File: config.mk
export PLATFORM = sky130hd
export DESIGN_NAME = seg7_readback_decoder
export DESIGN_NICKNAME = d
export VERILOG_FILES = /design/src/rtl/seg7_readback_decoder.sv
export SDC_FILE = /design/constraint.sdc
export NUM_CORES = 1
export LEC_CHECK = 0
export ABC_AREA = 1
export BUFFER_PORTS_ARGS = -buffer_cell sky130_fd_sc_hd__buf_4
export CAP_MARGIN = 20
export CORE_MARGIN = 2
export CORE_UTILIZATION = 50
export CTS_CLUSTER_SIZE = 24
export DETAILED_ROUTE_END_ITERATION = 16
export GPL_ROUTABILITY_DRIVEN = 0
export PLACE_DENSITY = 0.71
export SLEW_MARGIN = 15
export SYNTH_ARGS = -nofsm -noshare
export SYNTH_HDL_FRONTEND = slang
export SYNTH_SLANG_ARGS = --single-unit
File: constraint.sdc
create_clock -name clk -period 5.99 [get_ports clk]
set_input_delay 0.2995 -clock clk [delete_from_list [all_inputs] [get_ports clk]]
set_output_delay 0.2995 -clock clk [all_outputs]
set_load 0.02 [all_outputs]
File: src/rtl/seg7_readback_decoder.sv
// Seven-segment readback decoder: samples four digit segment buses,
// waits for a stable pattern, decodes it to hex and publishes it.
module seg7_readback_decoder #(
    parameter int STABLE_CYCLES  = 4,
    parameter bit SEG_ACTIVE_LOW = 1'b1,
    parameter int CNT_W          = 8
) (
    input  logic             clk,
    input  logic             reset,
    input  logic [6:0]       d1_seg,
    input  logic [6:0]       d2_seg,
    input  logic [6:0]       d3_seg,
    input  logic [6:0]       d4_seg,
    output logic [15:0]      value,
    output logic [3:0]       blank_mask,
    output logic             value_valid,
    output logic             seg_error,
    output logic [3:0]       invalid_mask,
    output logic [CNT_W-1:0] update_count
);

    localparam int RUN_W = $clog2(STABLE_CYCLES + 1);
    localparam logic [RUN_W-1:0] RUN_MAX = RUN_W'(STABLE_CYCLES);

    typedef enum logic {
        SETTLE = 1'b0,
        LOCKED = 1'b1
    } state_t;

    // Decode one lit-high gfedcba code into {ok, blank, nibble}.
    function automatic logic [5:0] seg_decode(input logic [6:0] code);
        logic [5:0] r;
        case (code)
            7'h3F:   r = 6'b10_0000;
            7'h06:   r = 6'b10_0001;
            7'h5B:   r = 6'b10_0010;
            7'h4F:   r = 6'b10_0011;
            7'h66:   r = 6'b10_0100;
            7'h6D:   r = 6'b10_0101;
            7'h7D:   r = 6'b10_0110;
            7'h07:   r = 6'b10_0111;
            7'h7F:   r = 6'b10_1000;
            7'h6F:   r = 6'b10_1001;
            7'h77:   r = 6'b10_1010;
            7'h7C:   r = 6'b10_1011;
            7'h39:   r = 6'b10_1100;
            7'h5E:   r = 6'b10_1101;
            7'h79:   r = 6'b10_1110;
            7'h71:   r = 6'b10_1111;
            7'h00:   r = 6'b11_0000;
            default: r = 6'b00_0000;
        endcase
        return r;
    endfunction

    logic [27:0]      pins;
    logic [27:0]      sample;
    logic [27:0]      s_q;
    logic             changed;
    logic [RUN_W-1:0] run_q;
    state_t           state_q;
    state_t           state_d;
    logic             pub_q;

    logic [5:0]       dec [4];
    logic [15:0]      dec_value;
    logic [3:0]       dec_blank;
    logic [3:0]       dec_invalid;
    logic             all_ok;

    logic             evaluate;
    logic             pub_new;
    logic             err_new;

    // Digit 4 sits in the low bits so digit index matches mask bit index.
    assign pins    = {d1_seg, d2_seg, d3_seg, d4_seg};
    assign sample  = SEG_ACTIVE_LOW ? ~pins : pins;
    assign changed = (sample != s_q);

    // Register the normalised segment lines; reset loads all-off.
    always_ff @(posedge clk or negedge reset) begin
        if (!reset) begin
            s_q <= '0;
        end else begin
            s_q <= sample;
        end
    end

    // Count consecutive identical samples, saturating at the threshold.
    always_ff @(posedge clk or negedge reset) begin
        if (!reset) begin
            run_q <= '0;
        end else if (changed) begin
            run_q <= RUN_W'(1);
        end else if (run_q != RUN_MAX) begin
            run_q <= run_q + 1'b1;
        end
    end

    for (genvar i = 0; i < 4; i++) begin : g_dec
        assign dec[i] = seg_decode(s_q[i*7 +: 7]);
        assign dec_value[i*4 +: 4] = dec[i][3:0];
        assign dec_blank[i]        = dec[i][4];
        assign dec_invalid[i]      = ~dec[i][5];
    end

    assign all_ok = ~|dec_invalid;

    // FSM state register.
    always_ff @(posedge clk or negedge reset) begin
        if (!reset) begin
            state_q <= SETTLE;
        end else begin
            state_q <= state_d;
        end
    end

    // FSM next state: lock once the run is long enough, unlock on change.
    always_comb begin
        state_d = state_q;
        case (state_q)
            SETTLE: begin
                if (run_q == RUN_MAX) begin
                    state_d = changed ? SETTLE : LOCKED;
                end
            end
            LOCKED: begin
                if (changed) begin
                    state_d = SETTLE;
                end
            end
            default: state_d = SETTLE;
        endcase
    end

    // FSM outputs: decide whether this edge publishes or flags an error.
    always_comb begin
        evaluate = (state_q == SETTLE) && (run_q == RUN_MAX);
        pub_new  = 1'b0;
        err_new  = 1'b0;
        if (evaluate) begin
            if (all_ok) begin
                pub_new = !pub_q ||
                          ({dec_value, dec_blank} != {value, blank_mask});
            end else begin
                err_new = 1'b1;
            end
        end
    end

    // Published result registers and the update counter.
    always_ff @(posedge clk or negedge reset) begin
        if (!reset) begin
            value        <= '0;
            blank_mask   <= '0;
            invalid_mask <= '0;
            value_valid  <= 1'b0;
            seg_error    <= 1'b0;
            update_count <= '0;
            pub_q        <= 1'b0;
        end else begin
            value_valid <= pub_new;
            seg_error   <= err_new;
            if (evaluate && all_ok) begin
                value        <= dec_value;
                blank_mask   <= dec_blank;
                invalid_mask <= '0;
                pub_q        <= 1'b1;
            end
            if (err_new) begin
                invalid_mask <= dec_invalid;
            end
            if (pub_new) begin
                update_count <= update_count + 1'b1;
            end
        end
    end

endmodule

==> impl_metrics.py, run 1 <==
metrics = {
    "placement": {
        "place_ws_ns": 3.24,
        "numPlacedInstances": 877,
        "portBuffers": 63,
        "place_area_um2": 5130,
        "place_hpwl_um": 9340,
    },
    "synth": {
        "synth_ff_type": "dfrtp_1",
        "synth_edf_count": 0,
        "ys_seq_elements": 67,
        "synthTopCellsByCount": "nand2_1, nor2_1, inv_1",
        "synthMostInstantiatedCell": "nand2_1",
        "synth_area_leaders": "dfrtp_1, nand2_1, nor2_1, inv_1, nand3_1",
        "ys_seq_area_frac": 0.366,
        "synth_area_um2": 4580,
        "synthArstFlopShare": 1.00,
        "synth_cells": 716,
        "yosysWarnings": 0,
        "ys_types": 34,
        "synth.largest_area_cell": "dfrtp_1",
        "synth_top_area_frac": 0.366,
        "synth.net_count": 749,
        "postSynthAreaPerCell_um2": 6.40,
    },
    "finish": {
        "final_area_um2": 5340,
        "num_antenna_cells": 0,
        "final_core_utilization": 0.607,
        "syn_to_final_growth_pct": 16.5,
        "final_nets": 813,
        "drive_above_1_share": 0.131,
        "final_cells": 893,
    },
    "worst_setup_path": {
        "reg2regPathDepth": 13,
        "critical_path_arrival_ns": 3.04,
        "crit_required_ns": 6.24,
        "critPathLaunchType": "flip-flop",
        "worstPathCellList": "nor2_1, nand2_1, nor2_2, inv_1, nand3_1, nor2_1, nand2_1, nand2_2, nor3_4, buf_4, nand2_1, nor2_1, nor2_1",
        "cpMostUsedCell": "nor2_1",
        "endpoint_kind": "flip-flop",
        "slowest_delay_ns": 0.53,
        "cp_max_fo": 33,
        "crit_slowest_cell": "nor3_4",
        "timing_worst_setup_path_type": "reg -> reg",
    },
    "floorplan": {
        "die_x_um": 99.8,
        "start_util": 0.521,
        "dieArea_um2": 9950,
        "fp.dieH_um": 99.8,
        "coreArea_um2": 8810,
        "io_pins": 64,
        "num_rows": 34,
    },
    "detailed_routing": {
        "drc": 0,
        "wl_um": 11800,
        "viasPerCell": 5.23,
        "drtIter0Drc": 298,
        "wire_per_inst_um": 13.2,
        "ant_nets": 0,
        "dr_total_vias": 4668,
        "drt-pass1-iter-count": 5,
    },
    "pwr": {
        "pwr-share-clk": 0.406,
        "sequentialPowerShare": 0.478,
        "powerDensity_nw_per_um2": 187,
        "intPower_mw": 0.730,
        "p_comb_frac": 0.116,
        "p_sw_frac": 0.270,
        "power_switching_mw": 0.271,
        "ir_worst_vdd_uv": 162,
        "p_leak_nw": 3.08,
        "total_power_mw": 1.00,
    },
    "global_routing": {
        "grt_pass1_wl_um": 19800,
        "antenna_found_initial": 0,
        "grt_usage": 0.252,
        "grt_pass1_vias": 4383,
        "grt-ovfl-total": 0,
        "grt_max_degree": 68,
    },
    "clocking": {
        "cts.sinks": 67,
        "cts_made_buffers": 9,
        "clkSlewWorstSetupHoldPaths_ns": 0.07,
        "tritoncts": "done",
        "cts-htree-levels": 3,
        "post_cts.repair.setup_buffers": 0,
        "holdBufCountCts": 0,
        "cts_root_buf": "clkbuf_8",
        "clock_path_buffers": 2,
        "cts_resized": 0,
        "worstSkewPairLatency_ns": 0.36,
    },
    "timing": {
        "worst_pin_slew_ns": 0.869,
        "post-route-min-period_ns": 2.79,
        "fin_ws_ns": 3.20,
        "fin_hold_ws_ns": 0.0493,
        "finalHoldViolCount": 0,
        "setup_viol": 0,
        "max-slew-margin-rel": 0.421,
        "drv_slew": 0,
        "max_freq_mhz": 358,
        "setup_tns_ns": 0,
        "period_share": 0.466,
        "finClkSkew_ns": 0.0105,
        "rsz0062_at_grt": "no",
    },
    "outcome": {
        "status": "finished, final reports clean",
    },
    "run": {
        "max_cap_viol_count": 0,
    },
    "worst_hold_path": {
        "hp-class": "in -> async",
    },
}
final timing paths:
path / start / to / slack (ns)
worst min register to register: invalid_mask[0] / invalid_mask[0] / 0.50
min in group clk: d2_seg[5] / s_q[19] / 0.09
max in group asynchronous: reset / blank_mask[0] / 5.37
worst max register to register: s_q[19] / update_count[1] / 3.20
worst max-delay path: s_q[19] / update_count[1] / 3.20
worst min-delay path: reset / run_q[1] / 0.05
power groups by stage:
stage / clock [mW] / sequential (mW) / combinational (mW)
global placement: 0 / 0.486 / 0.114
global route: 0.432 / 0.480 / 0.132
floorplan: 0 / 0.480 / 0.0739
CTS: 0.414 / 0.477 / 0.116
finish: 0.407 / 0.478 / 0.116
detailed placement: 0 / 0.486 / 0.115
flip-flops by register name (all words and copies together) (netlist names), 3 cells and up:
register	flops
s_q	28
value	16
run_q	3
invalid_mask	4
update_count	8
blank_mask	4
worst max-delay path: cells and delay by family, from the launching register on:
family	cells	cell delay, ns
buffers and inverters	2	0.53
DFF	1	0.45
and+or+nand+nor	11	1.71
kinds of logic after synthesis:
family                   Yosys count  synth area share
AO/OA/AOI/OAI                     46            0.0549
XOR/XNOR                          17            0.0325
adder cells (fa/ha/maj)            3           0.00819
buffers and inverters            124             0.108
flip-flops                        67             0.366
AND/OR/NAND/NOR                  459             0.431
layout make-up:
type                       count  area [um^2]
tap                          108          135
clock inverter                 4         47.5
fill                         859         3460
clock buffer                  12          165
timing repair buffer          64          480
sequential                    67         1680
multi-input combinational    525         2410
inverter                     113          424
per-layer routing:
metal	up-vias	track usage	wire length, um
met2	161	0.413	5520
met3	23	0.0569	686
li1	2366	-	-
met1	2118	0.326	5360
met5	-	0	0
met4	0	0.0917	260
layout by cell type (no fill, tap or decap), types with 2 or more instances in the layout:
cell and count:
xor2_1 2, nand3_1 59, o21ai_1 4, and2_1 2, nor3b_1 3, nor4_1 7
inv_1 104, clkinv_2 2, clkbuf_8 12, or2_2 2, nand2_1 231, nand3b_1 4
a211oi_1 2, nor2_4 3, o22ai_1 3, nand2_2 3, inv_2 8, ha_1 3
xnor2_1 15, dfrtp_1 67, buf_4 64, a21oi_1 8, nand4_1 20, o21ai_0 26
a221oi_1 2, nor2_1 110, nor3_1 8, nor2_2 4
Power figures use the tool's default switching activity.
==> inputs of run 2 (changes only) <==
==> constraint.sdc (replaced) <==
create_clock -name clk -period 2.63 [get_ports clk]
set_input_delay 0.1315 -clock clk [delete_from_list [all_inputs] [get_ports clk]]
set_output_delay 0.1315 -clock clk [all_outputs]
set_load 0.02 [all_outputs]
==> impl_metrics.py, run 2 (synthesized netlist as in run 1, its figures left out) <==
metrics = {
    "outcome": {
        "status": "finished, final reports clean",
    },
    "pwr": {
        "p_comb_frac": 0.134,
        "ir_worst_vdd_uv": 273,
        "pwr-share-clk": 0.386,
        "p_leak_nw": 3.20,
        "powerDensity_nw_per_um2": 402,
        "power_switching_mw": 0.631,
        "intPower_mw": 1.64,
        "p_sw_frac": 0.278,
        "sequentialPowerShare": 0.479,
    },
    "timing": {
        "rsz0062_at_grt": "no",
        "worst_pin_slew_ns": 0.887,
        "period_share": 0.875,
        "setup_viol": 0,
        "finClkSkew_ns": 0.0105,
        "finalHoldViolCount": 0,
        "post-route-min-period_ns": 2.30,
        "max_freq_mhz": 434,
        "max-slew-margin-rel": 0.409,
        "drv_slew": 0,
        "setup_tns_ns": 0,
        "fin_hold_ws_ns": 0.422,
    },
    "detailed_routing": {
        "dr_wl_met2_um": 5730,
        "drt-pass1-iter-count": 6,
        "wire_per_inst_um": 13.2,
        "dr_wl_met3_um": 680,
        "viasPerCell": 5.17,
        "ant_nets": 0,
        "wl_um": 12200,
        "drc": 0,
        "wl_met1_um": 5470,
        "drtIter0Drc": 233,
        "dr_total_vias": 4773,
        "top_layer": "met4",
    },
    "floorplan": {
        "start_util": 0.521,
        "num_rows": 34,
        "dieArea_um2": 9950,
        "die_x_um": 99.8,
        "coreArea_um2": 8810,
        "io_pins": 64,
        "fp.dieH_um": 99.8,
    },
    "finish": {
        "final_area_um2": 5640,
        "final_nets": 843,
        "largest_registers": "s_q (28), value (16), update_count (8)",
        "largest_register_ffs": 28,
        "drive_above_1_share": 0.126,
        "final-seq-area_um2": 1680,
        "final_core_utilization": 0.641,
        "multi_input_area_um2": 2420,
        "final_common_cell": "nand2_1",
        "num_antenna_cells": 0,
        "final_cells": 923,
        "final_cell_mix": "nand2_1, nor2_1, inv_1, dfrtp_1, buf_4",
        "syn_to_final_growth_pct": 23.1,
        "top_register": "s_q",
        "nFillCells": 831,
    },
    "worst_setup_path": {
        "endpoint_kind": "flip-flop",
        "regToRegEndpoint": "update_count[0]",
        "reg2regPathDepth": 13,
        "timing_worst_setup_path_type": "reg -> reg",
        "path_buf_inv": 0,
        "crit_slowest_cell": "dfrtp_1",
        "r2r_start": "s_q[12]",
        "critical_path.top_delay_family": "simple AND/OR/NAND/NOR gates",
        "crit_required_ns": 2.91,
        "worstPathCellList": "nand2_1, nor2_4, nand3_1, o21ai_1, nor2_1, nand3_1, nand2_1, nor2_1, nand2_1, nor2_1, nand3_4, nand2_1, xor2_1",
        "cp_max_fo": 14,
        "r2r_slack_ns": 0.33,
        "critical_path_arrival_ns": 2.58,
        "critPathLaunchType": "flip-flop",
        "slowest_delay_ns": 0.46,
        "cpMostUsedCell": "nand2_1",
    },
    "worst_hold_path": {
        "hp-class": "in -> async",
    },
    "clocking": {
        "cts_root_buf": "clkbuf_8",
        "tritoncts": "done",
        "worstSkewPairLatency_ns": 0.35,
        "clock_path_buffers": 2,
        "clkSlewWorstSetupHoldPaths_ns": 0.08,
        "cts-htree-levels": 3,
        "cts_made_buffers": 9,
        "cts.sinks": 67,
        "post_cts.repair.setup_buffers": 0,
    },
    "global_routing": {
        "grt_pass1_vias": 4591,
        "antenna_found_initial": 0,
        "grt-ovfl-total": 0,
        "grt_max_degree": 68,
        "grt_usage": 0.258,
        "grt_pass1_wl_um": 20600,
    },
    "placement": {
        "numPlacedInstances": 878,
        "place_hpwl_um": 9250,
        "portBuffers": 63,
        "place_area_um2": 5150,
    },
    "run": {
        "max_cap_viol_count": 0,
    },
}
## run 2: area by class of cell
| type | count | area share |
|---|---|---|
| timing repair buffer | 94 | 0.140 |
| inverter | 113 | 0.0752 |
| sequential | 67 | 0.297 |
| tap | 108 | 0.0240 |
| clock buffer | 11 | 0.0251 |
| clock inverter | 5 | 0.00931 |
| multi-input combinational | 525 | 0.429 |
## run 2: worst max path at each step
| stage | depth (start not counted) | to | slack, ns | startpoint |
|---|---|---|---|---|
| final | 13 | update_count[0] | 0.33 | s_q[12] |
| after global routing | 15 | update_count[5] | 0.05 | s_q[12] |
| after CTS | 13 | update_count[0] | 0.32 | s_q[12] |
| after detailed placement | 13 | update_count[0] | 0.33 | s_q[12] |
| after global placement | 14 | update_count[0] | 0.42 | s_q[2] |
| after floorplan | 18 | update_count[5] | 0.67 | s_q[2] |
## run 2: power groups by stage
stage / clock (mW) / sequential, mW / combinational, mW
3_3_place_gp: 0 / 1.11 / 0.261
5_1_grt: 0.942 / 1.09 / 0.342
2_1_floorplan: 0 / 1.09 / 0.168
4_1_cts: 0.897 / 1.09 / 0.301
6_report: 0.877 / 1.09 / 0.305
3_5_place_dp: 0 / 1.11 / 0.265
## run 2: what timing repair did
action,CTS,global route
hold buffers,29,0
setup endpoints to repair,0,1
gates resized for setup,0,1
endpoints found under the hold margin,95,0
## run 2: layer usage
metal	track usage	vias to the layer above
met5	0	-
met4	0.103	0
met3	0.0534	24
met2	0.422	156
met1	0.337	2164
li1	-	2429
## run 2: through the flow
step / worst slack (ns) / total power [mW]
floorplan: 0.675 / 1.26
global placement: 0.417 / 1.37
detailed placement: 0.335 / 1.37
CTS: 0.316 / 2.28
global route: 0.0538 / 2.38
finish: 0.328 / 2.27
## run 2: worst register-to-register path, delay by kind of cell (launching register included)
kind	cells	cell delay, ns
AO/OA/AOI/OAI	1	0.16
XOR/XNOR	1	0.15
flip-flops	1	0.46
AND/OR/NAND/NOR	11	1.46
==> inputs of run 3 (changes only) <==
--- a/config.mk
+++ b/config.mk
@@ -5,14 +5,12 @@
 export SDC_FILE = /design/constraint.sdc
 export NUM_CORES = 1
 export LEC_CHECK = 0
-export ABC_AREA = 1
 export BUFFER_PORTS_ARGS = -buffer_cell sky130_fd_sc_hd__buf_4
 export CAP_MARGIN = 20
 export CORE_MARGIN = 2
 export CORE_UTILIZATION = 50
 export CTS_CLUSTER_SIZE = 24
 export DETAILED_ROUTE_END_ITERATION = 16
-export GPL_ROUTABILITY_DRIVEN = 0
 export PLACE_DENSITY = 0.71
 export SLEW_MARGIN = 15
 export SYNTH_ARGS = -nofsm -noshare
==> constraint.sdc (replaced) <==
create_clock -name clk -period 2.5 [get_ports clk]
set_input_delay 0.125 -clock clk [delete_from_list [all_inputs] [get_ports clk]]
set_output_delay 0.125 -clock clk [all_outputs]
set_load 0.02 [all_outputs]
==> impl_metrics.py, run 3 <==
metrics = {
    "outcome": {
        "status": "complete, but fails checks",
        "failed_checks": "setup timing",
    },
    "synth": {
        "synth_edf_count": 0,
        "yosys.area_share.simple": 0.266,
        "synth_cells": 497,
        "synth.largest_area_cell": "dfrtp_1",
        "synthMostInstantiatedCell": "dfrtp_1",
        "synth_top_family_by_area": "simple AND/OR/NAND/NOR gates",
        "synth_area_um2": 4450,
        "synth_area_leaders": "dfrtp_1, xnor2_1, xor2_1, nand2_1, inv_1",
        "synth_ff_type": "dfrtp_1",
        "synth_top_area_frac": 0.377,
        "ys_types": 64,
        "postSynthAreaPerCell_um2": 8.95,
        "synthArstFlopShare": 1.00,
        "synthTopCellsByCount": "dfrtp_1, nand2_1, inv_1",
        "synth.net_count": 530,
        "synth_compound_area_frac": 0.126,
        "synth-xor-area-share": 0.120,
        "ys_seq_elements": 67,
        "synth_fa_ha_area_frac": 0.00843,
        "synth.area.mux_share": 0.0312,
        "yosysWarnings": 0,
        "ys_seq_area_frac": 0.377,
    },
    "detailed_routing": {
        "dr_total_vias": 4545,
        "drc": 0,
        "drt-pass1-iter-count": 4,
        "viasPerCell": 5.78,
        "drtIter0Drc": 303,
        "wl_um": 14000,
        "ant_nets": 0,
        "wire_per_inst_um": 17.8,
    },
    "placement": {
        "portBuffers": 63,
        "place_ws_ns": -0.415,
        "gp_congestion": 0.918,
        "place_hpwl_um": 9530,
    },
    "finish": {
        "nFillCells": 623,
        "drive_above_1_share": 0.381,
        "final_nets": 706,
        "final_common_cell": "buf_4",
        "final_core_utilization": 0.751,
        "syn_to_final_growth_pct": 46.5,
        "top_register": "s_q",
        "largest_registers": "s_q (28), value (16), update_count (8)",
        "num_antenna_cells": 0,
        "final_cell_mix": "buf_4, dfrtp_1, nand2_1, inv_1, xnor2_1",
        "largest_register_ffs": 28,
    },
    "clocking": {
        "worstSkewPairLatency_ns": 0.35,
        "cts_made_buffers": 9,
        "cts_root_buf": "clkbuf_8",
        "cts-htree-levels": 3,
        "clkSlewWorstSetupHoldPaths_ns": 0.10,
        "cts.sinks": 67,
        "clock_path_buffers": 2,
        "tritoncts": "done",
    },
    "floorplan": {
        "fp.dieH_um": 98.3,
        "coreArea_um2": 8680,
        "die_x_um": 98.3,
        "io_pins": 64,
        "start_util": 0.513,
        "dieArea_um2": 9670,
        "num_rows": 34,
    },
    "timing": {
        "drv_slew": 0,
        "finClkSkew_ns": 0.0182,
        "period_share": 1.14,
        "rsz0062_at_grt": "yes",
        "finalHoldViolCount": 0,
        "max-slew-margin-rel": 0.417,
        "fin_ws_ns": -0.360,
        "worst_pin_slew_ns": 0.875,
        "setup_viol": 20,
        "post-route-min-period_ns": 2.86,
        "max_freq_mhz": 350,
    },
    "worst_setup_path": {
        "critical_path.top_delay_family": "simple AND/OR/NAND/NOR gates",
        "timing_worst_setup_path_type": "reg -> reg",
        "slowest_delay_ns": 0.54,
        "crit_slowest_cell": "or4bb_1",
        "path_buf_inv": 2,
        "endpoint_kind": "flip-flop",
        "crit_required_ns": 2.75,
        "critPathLaunchType": "flip-flop",
        "cp_max_fo": 8,
        "worstPathCellList": "buf_4, or4bb_1, a31oi_4, a2111oi_4, xnor2_1, nor3_2, nand4_1, o41ai_4, buf_6, mux2_4",
        "critical_path_arrival_ns": 3.11,
    },
    "worst_hold_path": {
        "hp-class": "in -> async",
    },
    "pwr": {
        "ir_worst_vdd_uv": 275,
        "p_leak_nw": 3.01,
        "powerDensity_nw_per_um2": 406,
    },
    "global_routing": {
        "grt_pass1_vias": 4434,
        "grt_pass1_wl_um": 22100,
        "grt-ovfl-total": 0,
        "grt_usage": 0.284,
        "grt_max_degree": 68,
        "antenna_found_initial": 0,
    },
    "run": {
        "max_cap_viol_count": 0,
    },
}
run 3: cell count changes in the layout (fill, tap and decap cells not counted), sizes merged, moves of 9 or more:
cell,change
nand2,-190
buf,+106
nor2,-95
inv,-72
nand3,-40
xor2,+24
xnor2,+20
o21ai,-14
mux2,+12
a31oi,+10
nor4,+10
nand2b,+9
run 3: worst register-to-register path: cells and delay by family, from the launching register on:
family / cells / cell delay [ns]
and+or+nand+nor: 3 / 0.84
AOI/OAI and AO/OA: 3 / 0.63
DFF: 1 / 0.46
buffers and inverters: 2 / 0.37
muxes: 1 / 0.30
xor gates and xnor gates: 1 / 0.15
run 3: kinds of logic (layout without fill, tap and decap cells):
group / count (synthesis) / count (layout)
mux: 12 / 12
buf+inv: 73 / 254
xor+xnor: 61 / 61
compound gates: 80 / 80
flops: 67 / 67
simple gates: 201 / 201
fa+ha+maj: 3 / 3
run 3: cell type report:
| cell class | instances | area, um^2 | area share |
|---|---|---|---|
| clock inverter | 7 | 83.8 | 0.0129 |
| sequential | 67 | 1690 | 0.258 |
| timing repair buffer | 201 | 1650 | 0.253 |
| clock buffer | 9 | 124 | 0.0190 |
| inverter | 37 | 139 | 0.0213 |
| multi-input combinational | 357 | 2710 | 0.415 |
| tap | 108 | 135 | 0.0207 |
run 3: power by group:
part	switching [mW]	total [mW]	internal, mW
sequential	0.0352	1.14	1.11
clock	0.498	0.977	0.479
combinational	0.268	0.530	0.262
run 3: through the flow:
step	area, um^2	setup TNS, ns	hold slack [ns]	power [mW]	std cells
after CTS	6380	-3.09	0.455	2.63	781
after floorplan	4500	-0.771	-0.171	1.38	497
final	6520	-4.41	0.406	2.65	786
after detailed placement	5670	-5.20	0.287	1.61	731
after global routing	6520	-6.03	0.473	2.75	786
after global placement	5670	-3.29	0.281	1.60	731
run 3: metal layers:
layer | up-vias | routed length, um | track usage
li1 | 2141 | - | -
met1 | 2218 | 6030 | 0.379
met2 | 160 | 6980 | 0.477
met3 | 26 | 736 | 0.0501
met4 | 0 | 274 | 0.0822
met5 | - | 0 | 0
run 3: repair_timing:
item / CTS / global route
resized for setup: 31 / 23
hold buffers: 29 / 0
gates cloned: 1 / 1
setup endpoints to repair: 21 / 27
buffers inserted: 4 / 5
pin swaps: 8 / 5
hold endpoints to repair: 95 / 0
run 3: worst paths after layout:
check,startpoint,endpoint,slack (ns),depth (start not counted)
worst max-delay path,s_q[23],update_count[1],-0.36,10
worst min-delay path,reset,s_q[19],0.41,2
worst max register to register,s_q[23],update_count[1],-0.36,10
worst min register to register,pub_q,pub_q,0.49,1
max in group asynchronous,reset,s_q[23],1.44,2
min in group clk,d1_seg[0],s_q[21],0.46,3
